==> src/rtl/dm_arb_pkg.sv <==
// Shared definitions for the DataMemory port arbiter.
//   arb_state_e : arbiter FSM states
//   OWN_*       : request owner encoding held in the request registers
//   *_W_DEF     : default data/address widths of DataMemory
package dm_arb_pkg;

  localparam int unsigned DATA_W_DEF = 16;
  localparam int unsigned ADDR_W_DEF = 9;

  typedef enum logic [1:0] {
    IDLE   = 2'd0,
    ACCESS = 2'd1,
    RESP   = 2'd2
  } arb_state_e;

  localparam logic OWN_CORE = 1'b0;
  localparam logic OWN_IO   = 1'b1;

endpackage

==> src/rtl/dm_arb_priority.sv <==
// Bounded-priority winner select for the DataMemory arbiter.
//   clk, rst_n   : clock, async active-low reset
//   arb_en       : arbiter is in a cycle where a new grant may be issued
//   core_elig    : core request is eligible this cycle
//   io_elig      : I/O request is eligible this cycle
//   io_req       : raw I/O request level (drives the starvation counter clear)
//   grant_valid  : a grant is issued this cycle
//   grant_io     : winner is the I/O port (meaningful when grant_valid)
// The core wins by default; once it has won STARVE_MAX times in a row while
// the I/O port was waiting, the I/O port is forced to win.
module dm_arb_priority #(
  parameter int unsigned STARVE_MAX = 4
) (
  input  logic clk,
  input  logic rst_n,
  input  logic arb_en,
  input  logic core_elig,
  input  logic io_elig,
  input  logic io_req,
  output logic grant_valid,
  output logic grant_io
);

  localparam int unsigned CntW = $clog2(STARVE_MAX + 1);
  localparam logic [CntW-1:0] CntMax = CntW'(STARVE_MAX);

  logic [CntW-1:0] starve_q, starve_d;
  logic            starve_hit;

  assign starve_hit = (starve_q == CntMax);

  always_comb begin
    grant_valid = arb_en & (core_elig | io_elig);
    grant_io    = io_elig & (~core_elig | starve_hit);
  end

  always_comb begin
    starve_d = starve_q;
    if (!io_req) begin
      starve_d = '0;
    end else if (grant_valid && grant_io) begin
      starve_d = '0;
    end else if (grant_valid && !starve_hit) begin
      // core grant while I/O is waiting; saturates at CntMax
      starve_d = starve_q + CntW'(1);
    end
  end

  always_ff @(posedge clk or negedge rst_n) begin
    if (!rst_n) begin
      starve_q <= '0;
    end else begin
      starve_q <= starve_d;
    end
  end

endmodule

==> src/rtl/dm_port_arbiter.sv <==
// Two-port arbiter sharing the single-port DataMemory between the CORE
// load/store path (port 0) and the calculator I/O agent (port 1).
//   CLK, RST          : clock, async active-low reset
//   CORE_* / IO_*     : req/ack request ports; REQ held until ACK, fields
//                       stable while REQ is high; RDATA valid with ACK
//   CORE_STALL        : CORE_REQ & ~CORE_ACK, freezes the core PC/IR
//   MEM_ADDR/IN/WE    : to DataMemory ADDR/IN/EN
//   MEM_OUT           : DataMemory combinational read data
//   BUSY              : arbiter is not idle
// Each access is IDLE/RESP (grant) -> ACCESS (1 cycle) -> RESP (ack, 1 cycle).
module dm_port_arbiter
  import dm_arb_pkg::*;
#(
  parameter int unsigned DATA_W     = DATA_W_DEF,
  parameter int unsigned ADDR_W     = ADDR_W_DEF,
  parameter int unsigned STARVE_MAX = 4
) (
  input  logic              CLK,
  input  logic              RST,
  input  logic              CORE_REQ,
  input  logic              CORE_WE,
  input  logic [ADDR_W-1:0] CORE_ADDR,
  input  logic [DATA_W-1:0] CORE_WDATA,
  output logic              CORE_ACK,
  output logic [DATA_W-1:0] CORE_RDATA,
  output logic              CORE_STALL,
  input  logic              IO_REQ,
  input  logic              IO_WE,
  input  logic [ADDR_W-1:0] IO_ADDR,
  input  logic [DATA_W-1:0] IO_WDATA,
  output logic              IO_ACK,
  output logic [DATA_W-1:0] IO_RDATA,
  output logic [ADDR_W-1:0] MEM_ADDR,
  output logic [DATA_W-1:0] MEM_IN,
  output logic              MEM_WE,
  input  logic [DATA_W-1:0] MEM_OUT,
  output logic              BUSY
);

  arb_state_e        state_q, state_d;
  logic              owner_q;
  logic              we_q;
  logic [ADDR_W-1:0] addr_q;
  logic [DATA_W-1:0] wdata_q;
  logic [DATA_W-1:0] core_rdata_q;
  logic [DATA_W-1:0] io_rdata_q;

  logic arb_en;
  logic in_resp;
  logic core_elig;
  logic io_elig;
  logic grant_valid;
  logic grant_io;
  logic grant;

  assign arb_en  = (state_q == IDLE) || (state_q == RESP);
  assign in_resp = (state_q == RESP);

  // The port being acked still holds REQ for its own completed access.
  assign core_elig = CORE_REQ & ~(in_resp & (owner_q == OWN_CORE));
  assign io_elig   = IO_REQ & ~(in_resp & (owner_q == OWN_IO));

  dm_arb_priority #(
    .STARVE_MAX(STARVE_MAX)
  ) u_prio (
    .clk        (CLK),
    .rst_n      (RST),
    .arb_en     (arb_en),
    .core_elig  (core_elig),
    .io_elig    (io_elig),
    .io_req     (IO_REQ),
    .grant_valid(grant_valid),
    .grant_io   (grant_io)
  );

  assign grant = grant_valid;

  always_comb begin
    state_d = state_q;
    case (state_q)
      IDLE:    if (grant) state_d = ACCESS;
      ACCESS:  state_d = RESP;
      RESP:    state_d = grant ? ACCESS : IDLE;
      default: state_d = IDLE;
    endcase
  end

  always_ff @(posedge CLK or negedge RST) begin
    if (!RST) begin
      state_q      <= IDLE;
      owner_q      <= OWN_CORE;
      we_q         <= 1'b0;
      addr_q       <= '0;
      wdata_q      <= '0;
      core_rdata_q <= '0;
      io_rdata_q   <= '0;
    end else begin
      state_q <= state_d;
      // Captured for writes too: the old memory word, harmless and deterministic.
      if (state_q == ACCESS) begin
        if (owner_q == OWN_IO) begin
          io_rdata_q <= MEM_OUT;
        end else begin
          core_rdata_q <= MEM_OUT;
        end
      end
      if (grant) begin
        owner_q <= grant_io;
        we_q    <= grant_io ? IO_WE : CORE_WE;
        addr_q  <= grant_io ? IO_ADDR : CORE_ADDR;
        wdata_q <= grant_io ? IO_WDATA : CORE_WDATA;
      end
    end
  end

  // State resets asynchronously, so an in-flight write is cut off at once.
  assign MEM_WE     = we_q & (state_q == ACCESS);
  assign MEM_ADDR   = addr_q;
  assign MEM_IN     = wdata_q;

  assign CORE_ACK   = in_resp & (owner_q == OWN_CORE);
  assign IO_ACK     = in_resp & (owner_q == OWN_IO);
  assign CORE_RDATA = core_rdata_q;
  assign IO_RDATA   = io_rdata_q;
  assign CORE_STALL = CORE_REQ & ~CORE_ACK;
  assign BUSY       = (state_q != IDLE);

endmodule
==> config.mk <==
export PLATFORM = sky130hd
export DESIGN_NAME = dm_port_arbiter
export DESIGN_NICKNAME = d
export VERILOG_FILES = /design/src/rtl/dm_arb_pkg.sv /design/src/rtl/dm_arb_priority.sv /design/src/rtl/dm_port_arbiter.sv
export SDC_FILE = /design/constraint.sdc
export NUM_CORES = 1
export LEC_CHECK = 0
export CAP_MARGIN = 20
export CORE_MARGIN = 8
export CORE_UTILIZATION = 44
export CTS_CLUSTER_SIZE = 25
export DETAILED_ROUTE_END_ITERATION = 16
export MAX_ROUTING_LAYER = met4
export PLACE_DENSITY_LB_ADDON = 0.25
export SLEW_MARGIN = 20
export SYNTH_ARGS = -nofsm -noshare
export SYNTH_HDL_FRONTEND = slang
export SYNTH_HIERARCHICAL = 1
export SYNTH_SLANG_ARGS = --single-unit
==> constraint.sdc <==
create_clock -name CLK -period 3.8 [get_ports CLK]
set_input_delay 0.95 -clock CLK [delete_from_list [all_inputs] [get_ports CLK]]
set_output_delay 0.95 -clock CLK [all_outputs]
set_load 0.01 [all_outputs]
Word-level counts from Yosys, hierarchy flattened

Index checks and enable logic that the tools add are counted.

Output and inout bits: 62
Register bits: 64
Input bits: 72

Bitwise logic cells: 13
Eq/ne operators: 5
Add/subtract/negate cells: 1
Multiplexer cells: 9
Reductions and logical operators: 8

Operator list:

| kind                  | number |
|---|---|
| $mux W16              | 1 |
| $mux W3               | 3 |
| $mux W9               | 1 |
| $and A1 B1 Y1         | 7 |
| $pmux W2 S3           | 1 |
| $not A1 Y1            | 4 |
| $reduce_and A2 Y1     | 2 |
| $add A3 B1 Y3 const B | 1 |
| $eq A3 B3 Y1 const B  | 1 |
| $ne A3 B1 Y1 const B  | 1 |
| $eq A2 B1 Y1 const B  | 1 |
| $eq A2 B2 Y1 const B  | 1 |
| $logic_and A1 B1 Y1   | 2 |
| $logic_not A2 Y1      | 1 |
| $mux W1               | 2 |
| $mux W2               | 1 |
| $ne A2 B2 Y1 const B  | 1 |
| $or A1 B1 Y1          | 2 |
| $reduce_bool A2 Y1    | 1 |
| $logic_not A1 Y1      | 1 |
| $logic_or A1 B1 Y1    | 1 |

Longest topological paths before layout

Gate-level depths: netlist of the first run.

Depth in word-level cells: 10
Mapped depth: 8
Mapped depth without buffers: 6

By module

Netlist of the first run, hierarchy kept.

Modules (own cells, without submodules):

| module          | sequential area each (um^2) | area an instance (um^2) | cells each | times used |
|---|---|---|---|---|
| dm_port_arbiter | 1526.5                      | 2532.4                  | 194        | 1 |
| dm_arb_priority | 75.1                        | 220.2                   | 25         | 1 |

Least setup slack after synthesis of the first run

Ideal clock, no wire load.

Kind: input to register
Start: input port CORE_REQ
End: register owner_q
Stages on the path: 6
Path slack: 1463 ps
Data arrival time: 2213 ps
Setup time: 125 ps
Buffers on the path: 2
Required time: 3675 ps
Cells stage by stage: nor2b_1 a21boi_1 nor2_1 buf_2 buf_2 mux2_2

Longest elaborated chain between the ends: 4
Elaborated cells between the ends (all ways): 6

Ends and longest elaborated chain:

| element                | line                   | text |
|---|---|---|
| start: declaration     | dm_port_arbiter.sv:20  | `input logic CORE_REQ,` |
| $and A1 B1 Y1          | dm_port_arbiter.sv:60  | `assign core_elig = CORE_REQ & ~(in_resp & (owner_q == OWN_CORE));` |
| $not A1 Y1             | dm_arb_priority.sv:34  | `grant_io = io_elig & (~core_elig \| starve_hit);` |
| $or A1 B1 Y1           | dm_arb_priority.sv:34  |  |
| $and A1 B1 Y1          | dm_arb_priority.sv:34  |  |
| named net grant_io     | dm_port_arbiter.sv:53  | `logic grant_io;` |
| end signal: assignment | dm_port_arbiter.sv:108 | `owner_q <= grant_io;` |
| end: declaration       | dm_port_arbiter.sv:41  | `logic owner_q;` |

The timed path passes the listed nets, and every way through them passes these cells.
A chain may end at the register's enable or synchronous reset.

Worst setup path after layout of the first run

Start: input port CORE_REQ
End: output port CORE_STALL

Longest elaborated chain between the ends: 1

Ends and longest elaborated chain:

| element          | line                   | text |
|---|---|---|
| $and A1 B1 Y1    | dm_port_arbiter.sv:125 | `assign CORE_STALL = CORE_REQ & ~CORE_ACK;` |
| end: declaration | dm_port_arbiter.sv:26  | `output logic CORE_STALL,` |

Every way passes these cells.

==> results of run 1 <==
layer usage:
layer / track usage, % / wire, um / part of all wire [%]
met1: 18.77 / 2803 / 39
met2: 27.22 / 3619 / 51
met3: 5.748 / 549 / 7.7
met4: 8.843 / 178 / 2.5
met5: - / 0 / 0
final timing paths:
kind	cells after the start	end	from	slack, ps
max in group asynchronous	2	MEM_IN[14]	RST	2240
min	1	IO_RDATA[8]	IO_RDATA[8]	510
max	3	CORE_STALL	CORE_REQ	620
max reg2reg	7	MEM_IN[9]	state_q[0]	1400
min reg2reg	1	IO_RDATA[8]	IO_RDATA[8]	510
min in group asynchronous	1	CORE_RDATA[1]	RST	640
synthesized netlist by cell type, types with 2 or more instances:
cell,n,area [um2]
clkbuf_1,6,22.52
and2_1,2,12.51
nor2_1,27,101.4
ha_1,2,25.02
inv_1,5,18.77
a21oi_1,29,145.1
mux2i_1,26,260.3
nand3_1,2,10.01
buf_2,3,15.01
nor2b_1,3,18.77
dfrtp_1,64,1602
mux2_2,33,371.6
o21ai_0,2,10.01
layout make-up:
cell class	instances	area share, %
Clock buffer	10	2.906
Multi-Input combinational cell	138	24.59
Clock inverter	6	2.450
Inverter	6	0.5128
Timing Repair Buffer	137	30.88
Tap cell	77	2.194
Sequential cell	64	36.47
sequential cells by signal, indices dropped and copies added (netlist names):
register         cells
CORE_RDATA          16
IO_RDATA            16
MEM_ADDR             9
MEM_IN              16
owner_q              1
state_q              2
u_prio/starve_q      3
we_q                 1
worst reg2reg max path, delay by kind of cell, from the launching register on:
family	cells	cell delay, ps
AOI/OAI and AO/OA	2	280
buffers and inverters	1	320
DFF	1	450
muxes	1	220
and+or+nand+nor	3	1010
cells by family (layout without fill, tap and decap cells):
| logic type | after synthesis | in the layout | share of synthesized area [%] |
|---|---|---|---|
| AND/OR/NAND/NOR | 43 | 43 | 8.409 |
| flip-flops | 64 | 64 | 58.18 |
| adder cells (fa/ha/maj) | 2 | 2 | 0.9089 |
| multiplexers | 59 | 59 | 22.95 |
| AO/OA/AOI/OAI | 34 | 34 | 6.682 |
| buffers and inverters | 17 | 159 | 2.863 |
through the flow:
stage,setup WS [ps],area [um2],hold slack (ps),utilization [%]
2_1_floorplan,1463,2753,481.5,-
3_3_place_gp,658.3,4156,487.2,66.99
3_5_place_dp,618.5,4156,492.5,66.99
4_1_cts,611.2,4392,509.1,70.78
5_1_grt,540.5,4392,518.2,70.78
6_report,624.0,4392,505.2,70.78
report_power, final:
group | internal [mW] | switching, mW
sequential | 1.02 | 0.190
combinational | 0.958 | 0.672
clock | 0.434 | 0.261
total | 2.41 | 1.12
==> run summary, run 1 <==
Outcome = complete, no violations
Core area = 6205 um2
P_leak = 1.829 nW
Port Buffers = 133
CTS Buffer Depth = 2
Starting Density = 44.36%
Peak VDD IR = 0.4503 mV
Cell mode on critical path = clkdlybuf4s50_1
Mapped Area = 2753 um2
Dpl hpwl = 5506 um
DRT iter0 DRCs = 101
Setup Skew = 10.62 ps
Async SR Flop Fraction = 100.0%
Worst Path Arrival = 2230 ps
CP required = 2850 ps
Hold violation count in the final report = 0
Setup TNS = 0 ps
WS Path Type = input port to output port
GRT Util Overall = 17.14%
First-pass GRT wire length = 11550 um
Flops & latches, synth = 64
Syn Inst Count = 219
Worst-Margin Slew = 877.1 ps
1st-pass router iterations = 4
Number of global-route vias before repair = 2398
Buf+Inv Stages, Crit Path = 2
Most used DFF post-synth = dfrtp_1
Cts hold-fix bufs = 0
CTS Sinks = 64
Number of buffers added for setup after CTS = 0
Maxcap violations = 0
# IOs = 134
Final nets = 430
Share of layout cells above drive strength 1 = 17.45%
CTS tree = done
# rows = 29
Initial antenna violation count = 0
Crit path cell chain = clkdlybuf4s50_1 > nor2b_1 > clkdlybuf4s50_1
Post-synth EDFFs = 0
Dpl cells = 422
Ant diodes = 0
DR vias/cell = 4.938
Unrepaired setup endpoints after global routing = false
Syn nets = 293
Crit share post-route = 83.58%
Reg area = 1602 um2
Commonest cells after routing, fill and taps aside = clkdlybuf4s50_1, dfrtp_1, mux2_2
Via count = 2163
Die Area = 9043 um2
Slowest CP cell = clkdlybuf4s50_1
Routed Antenna Nets = 0
Worst skew pair latency = 330 ps
Synth Warn # = 6
Routability cong. = 0.7405
Overall power = 3.533 mW
# DRC = 0
Fmax = 314.9 MHz
Tmin final = 3176 ps
Pwr/cell area = 804.4 nW/um2
Die span in y = 95.10 um
Critical path fanouts, max = 3
Layout Cells excl Fill = 438
Filler cell count = 467
CP top delay family = buffers and inverters
Count of cell types in the netlist = 28
Post_cts resized = 0
Setup violators final = 0
Avg Synthesized Cell Area = 12.57 um2
Routed wire length per instance = 16.33 um
CTS clk-pin slew, worst paths = 70 ps
Worst hold path type = flip-flop to flip-flop
Syn-to-layout area delta = 59.55%
Grt ovf = 0
Worst setup EP type = output port
Slew HR = 41.47%
CTS Root Cell = clkbuf_8
H-tree levels = 3
Largest net degree at the start of global routing = 47
Die Width = 95.10 um
Max stage delay on crit path = 590 ps
Multi-input gate area = 1080 um2
Clock buffer count from CTS = 9
Post-Route WL = 7151 um
Seq/Total Area, Yosys = 58.18%
Most common cell after layout, fill and taps aside = clkdlybuf4s50_1
Crit start category = input port
Fin. max-slew vios = 0
Power figures use the tool's default switching activity.
==> run 2, diff against run 1 <==
--- a/config.mk
+++ b/config.mk
@@ -7,7 +7,7 @@
 export LEC_CHECK = 0
 export CAP_MARGIN = 20
 export CORE_MARGIN = 8
-export CORE_UTILIZATION = 44
+export CORE_UTILIZATION = 37
 export CTS_CLUSTER_SIZE = 25
 export DETAILED_ROUTE_END_ITERATION = 16
 export MAX_ROUTING_LAYER = met4
==> constraint.sdc (replaced) <==
create_clock -name CLK -period 2.64 [get_ports CLK]
set_input_delay 0.66 -clock CLK [delete_from_list [all_inputs] [get_ports CLK]]
set_output_delay 0.66 -clock CLK [all_outputs]
set_load 0.01 [all_outputs]
==> run summary, run 2 (same netlist as run 1, synthesis figures left out) <==
Hold violation count in the final report = 0
Cts hold-fix bufs = 0
Most common cell after layout, fill and taps aside = clkdlybuf4s50_1
CTS tree = done
Clock buffer count from CTS = 9
Worst Path Arrival = 1900 ps
Critical path fanouts, max = 3
Die span in y = 102.3 um
RR Startpoint = owner_q
Pwr/cell area = 1171 nW/um2
CTS Root Cell = clkbuf_8
GRT Util Overall = 15.05%
Layout Cells excl Fill = 465
Routed Antenna Nets = 0
First-pass GRT wire length = 11940 um
Slew HR = 41.47%
Worst setup EP type = output port
Maxcap violations = 0
Worst-Margin Slew = 877.1 ps
Core area = 7214 um2
Dpl cells = 448
Crit share post-route = 97.10%
Initial antenna violation count = 0
Reg2reg path depth = 6
Dpl hpwl = 5652 um
WS Path Type = input port to output port
# rows = 31
Fmax = 390.1 MHz
Outcome = complete, no violations
H-tree levels = 3
1st-pass router iterations = 4
P_leak = 1.873 nW
CTS Buffer Depth = 2
Largest net degree at the start of global routing = 63
Commonest cells after routing, fill and taps aside = clkdlybuf4s50_1, dfrtp_1, mux2_2
Via count = 2172
DR vias/cell = 4.671
Setup violators final = 0
Final nets = 435
CTS Sinks = 64
Post-Route WL = 7549 um
Fin. max-slew vios = 0
Worst skew pair latency = 320 ps
Routability cong. = 0.7360
Starting Density = 38.15%
Share of layout cells above drive strength 1 = 18.58%
Port Buffers = 133
Setup TNS = 0 ps
# IOs = 134
CTS clk-pin slew, worst paths = 70 ps
Syn-to-layout area delta = 64.00%
Die Width = 102.3 um
Routed wire length per instance = 16.23 um
Reg2reg end = MEM_IN[14]
DRT iter0 DRCs = 32
Worst reg-to-reg setup slack = 260 ps
Ant diodes = 0
Worst hold path type = input port to asynchronous set/reset pin
Post_cts resized = 0
Peak VDD IR = 0.4853 mV
Setup Skew = 9.603 ps
CP required = 1980 ps
Number of global-route vias before repair = 2453
Unrepaired setup endpoints after global routing = false
# DRC = 0
Tmin final = 2563 ps
Grt ovf = 0
Number of buffers added for setup after CTS = 0
Crit start category = input port
Die Area = 10460 um2
[run 2: routing by layer]
| metal | vias up | global-route usage [%] | part of all wire [%] |
|---|---|---|---|
| met3 | 4 | 4.292 | 6.8 |
| met4 | 0 | 4.740 | 0.78 |
| met5 | - | - | 0 |
| met2 | 75 | 24.74 | 50 |
| met1 | 1047 | 17.34 | 42 |
| li1 | 1046 | - | - |
[run 2: layout make-up]
| class | count | area (um2) |
|---|---|---|
| Fill cell | 592 | 2700 |
| Sequential cell | 64 | 1602 |
| Timing Repair Buffer | 141 | 1411 |
| Multi-Input combinational cell | 139 | 1086 |
| Clock buffer | 11 | 141.4 |
| Clock inverter | 5 | 127.6 |
| Tap cell | 99 | 123.9 |
| Inverter | 6 | 22.52 |
[run 2: power breakdown]
| part | internal (mW) | leakage (nW) | switching, mW | total, mW |
|---|---|---|---|---|
| clock | 0.750 | 0.130 | 0.370 | 1.12 |
| combinational | 1.42 | 1.00 | 1.01 | 2.43 |
| sequential | 1.47 | 0.742 | 0.271 | 1.74 |
[run 2: worst max path at each step]
stage                           from          end  slack [ps]  depth (start not counted)
final                       CORE_REQ   CORE_STALL          80                          3
after CTS                   CORE_REQ   CORE_STALL          70                          3
after global placement        IO_REQ         we_q        -100                          6
after floorplan           state_q[0]  MEM_ADDR[0]         460                          8
after global routing        CORE_REQ   CORE_STALL          40                          3
after detailed placement      IO_REQ    MEM_IN[6]        -100                          6
[run 2: worst max-delay path: stages]
cell and delay [ps]:
clkdlybuf4s50_1 450, nor2b_1 220, clkdlybuf4s50_1 580
[run 2: per-stage QoR]
stage                     setup WS [ps]  instance area, um2  util (%)  hold WS (ps)  power [mW]
after floorplan                   458.9                2753         -         364.4       2.839
after global placement           -100.2                4239     58.76         465.9       4.157
after detailed placement         -104.6                4239     58.76         474.3       4.214
after CTS                         70.46                4508     62.49         116.0       5.351
after global routing              37.98                4514     62.57         114.6       5.606
final                             76.52                4514     62.57         128.2       5.287
==> run 3, diff against run 2 <==
--- a/config.mk
+++ b/config.mk
@@ -8,6 +8,7 @@
 export CAP_MARGIN = 20
 export CORE_MARGIN = 8
 export CORE_UTILIZATION = 37
+export CTS_BUF_LIST = sky130_fd_sc_hd__clkbuf_8 sky130_fd_sc_hd__clkbuf_16
 export CTS_CLUSTER_SIZE = 25
 export DETAILED_ROUTE_END_ITERATION = 16
 export MAX_ROUTING_LAYER = met4
==> run summary, run 3 (same netlist as run 1, synthesis figures left out) <==
Outcome = complete, no violations
Crit start category = input port
Slew HR = 41.47%
Hold violation count in the final report = 0
Die Width = 102.3 um
CTS tree = done
RR Startpoint = owner_q
Setup violators final = 0
CTS Sinks = 64
Worst skew pair latency = 320 ps
H-tree levels = 3
Pwr/cell area = 1170 nW/um2
1st-pass router iterations = 4
DR vias/cell = 4.671
Via count = 2172
Crit share post-route = 97.10%
P_leak = 1.877 nW
Max stage delay on crit path = 580 ps
Number of buffers added for setup after CTS = 0
Syn-to-layout area delta = 64.00%
WS Path Type = input port to output port
Setup TNS = 0 ps
Buf+Inv Stages, Crit Path = 2
Peak VDD IR = 0.4852 mV
# IOs = 134
Min Hold Slack = 128.2 ps
CTS clk-pin slew, worst paths = 70 ps
# rows = 31
Most common cell after layout, fill and taps aside = clkdlybuf4s50_1
Crit path cell chain = clkdlybuf4s50_1 > nor2b_1 > clkdlybuf4s50_1
Worst setup EP type = output port
Number of global-route vias before repair = 2453
Fin. max-slew vios = 0
Slowest CP cell = clkdlybuf4s50_1
Tmin final = 2563 ps
Dpl hpwl = 5652 um
Routed wire length per instance = 16.23 um
First-pass GRT wire length = 11940 um
Commonest cells after routing, fill and taps aside = clkdlybuf4s50_1, dfrtp_1, mux2_2
CTS Buffer Depth = 2
Final nets = 435
Post_cts resized = 0
Largest net degree at the start of global routing = 63
Unrepaired setup endpoints after global routing = false
Cell mode on critical path = clkdlybuf4s50_1
CTS Root Cell = clkbuf_8
Critical path fanouts, max = 3
Worst hold path type = input port to asynchronous set/reset pin
Routability cong. = 0.7360
Clock buffer count from CTS = 9
CP top delay family = buffers and inverters
Post-Route WL = 7549 um
Ant diodes = 0
# DRC = 0
Worst Setup SP = CORE_REQ
Worst-Margin Slew = 877.1 ps
Initial antenna violation count = 0
Grt ovf = 0
Share of layout cells above drive strength 1 = 18.58%
Fmax = 390.1 MHz
Cts hold-fix bufs = 0
Port Buffers = 133
Worst Path Arrival = 1900 ps
Maxcap violations = 0
Setup Skew = 9.603 ps
Die Area = 10460 um2
DRT iter0 DRCs = 32
Routed Antenna Nets = 0
Core area = 7214 um2
Die span in y = 102.3 um
Starting Density = 38.15%
GRT Util Overall = 15.05%
CP required = 1980 ps
==> run 3: area by class of cell <==
cell class	count	area [um2]
Fill cell	592	2700
Sequential cell	64	1602
Timing Repair Buffer	141	1411
Multi-Input combinational cell	139	1086
Clock buffer	10	137.6
Clock inverter	6	131.4
Tap cell	99	123.9
Inverter	6	22.52
==> run 3: power breakdown <==
part / internal, mW / switching, mW / total [mW]
registers: 1.47 / 0.271 / 1.74
clock network: 0.746 / 0.371 / 1.12
logic: 1.42 / 1.01 / 2.43
==> run 3: routing by layer <==
| layer | up-vias | wire length (um) | track usage, % |
|---|---|---|---|
| met1 | 1047 | 3163 | 17.34 |
| met2 | 75 | 3810 | 24.74 |
| met5 | - | 0 | - |
| met4 | 0 | 59 | 4.740 |
| li1 | 1046 | - | - |
| met3 | 4 | 515 | 4.292 |
==> run 3: path summary, 6_finish.rpt <==
check / end / slack [ps] / cells past startpoint
max: CORE_STALL / 80 / 3
min: IO_RDATA[14] / 130 / 1
max reg2reg: MEM_IN[14] / 260 / 6
min reg2reg: IO_RDATA[1] / 500 / 1
max in group asynchronous: MEM_ADDR[8] / 1990 / 2
min in group CLK: IO_RDATA[1] / 500 / 1
==> run 3: through the flow <==
stage | cells | util [%] | total power, mW | setup slack [ps] | cell area, um2
floorplan | 219 | - | 2.839 | 458.9 | 2753
global placement | 448 | 58.76 | 4.157 | -100.2 | 4239
detailed placement | 448 | 58.76 | 4.214 | -104.6 | 4239
CTS | 464 | 62.49 | 5.347 | 70.46 | 4508
global route | 465 | 62.57 | 5.602 | 37.98 | 4514
finish | 465 | 62.57 | 5.283 | 76.52 | 4514
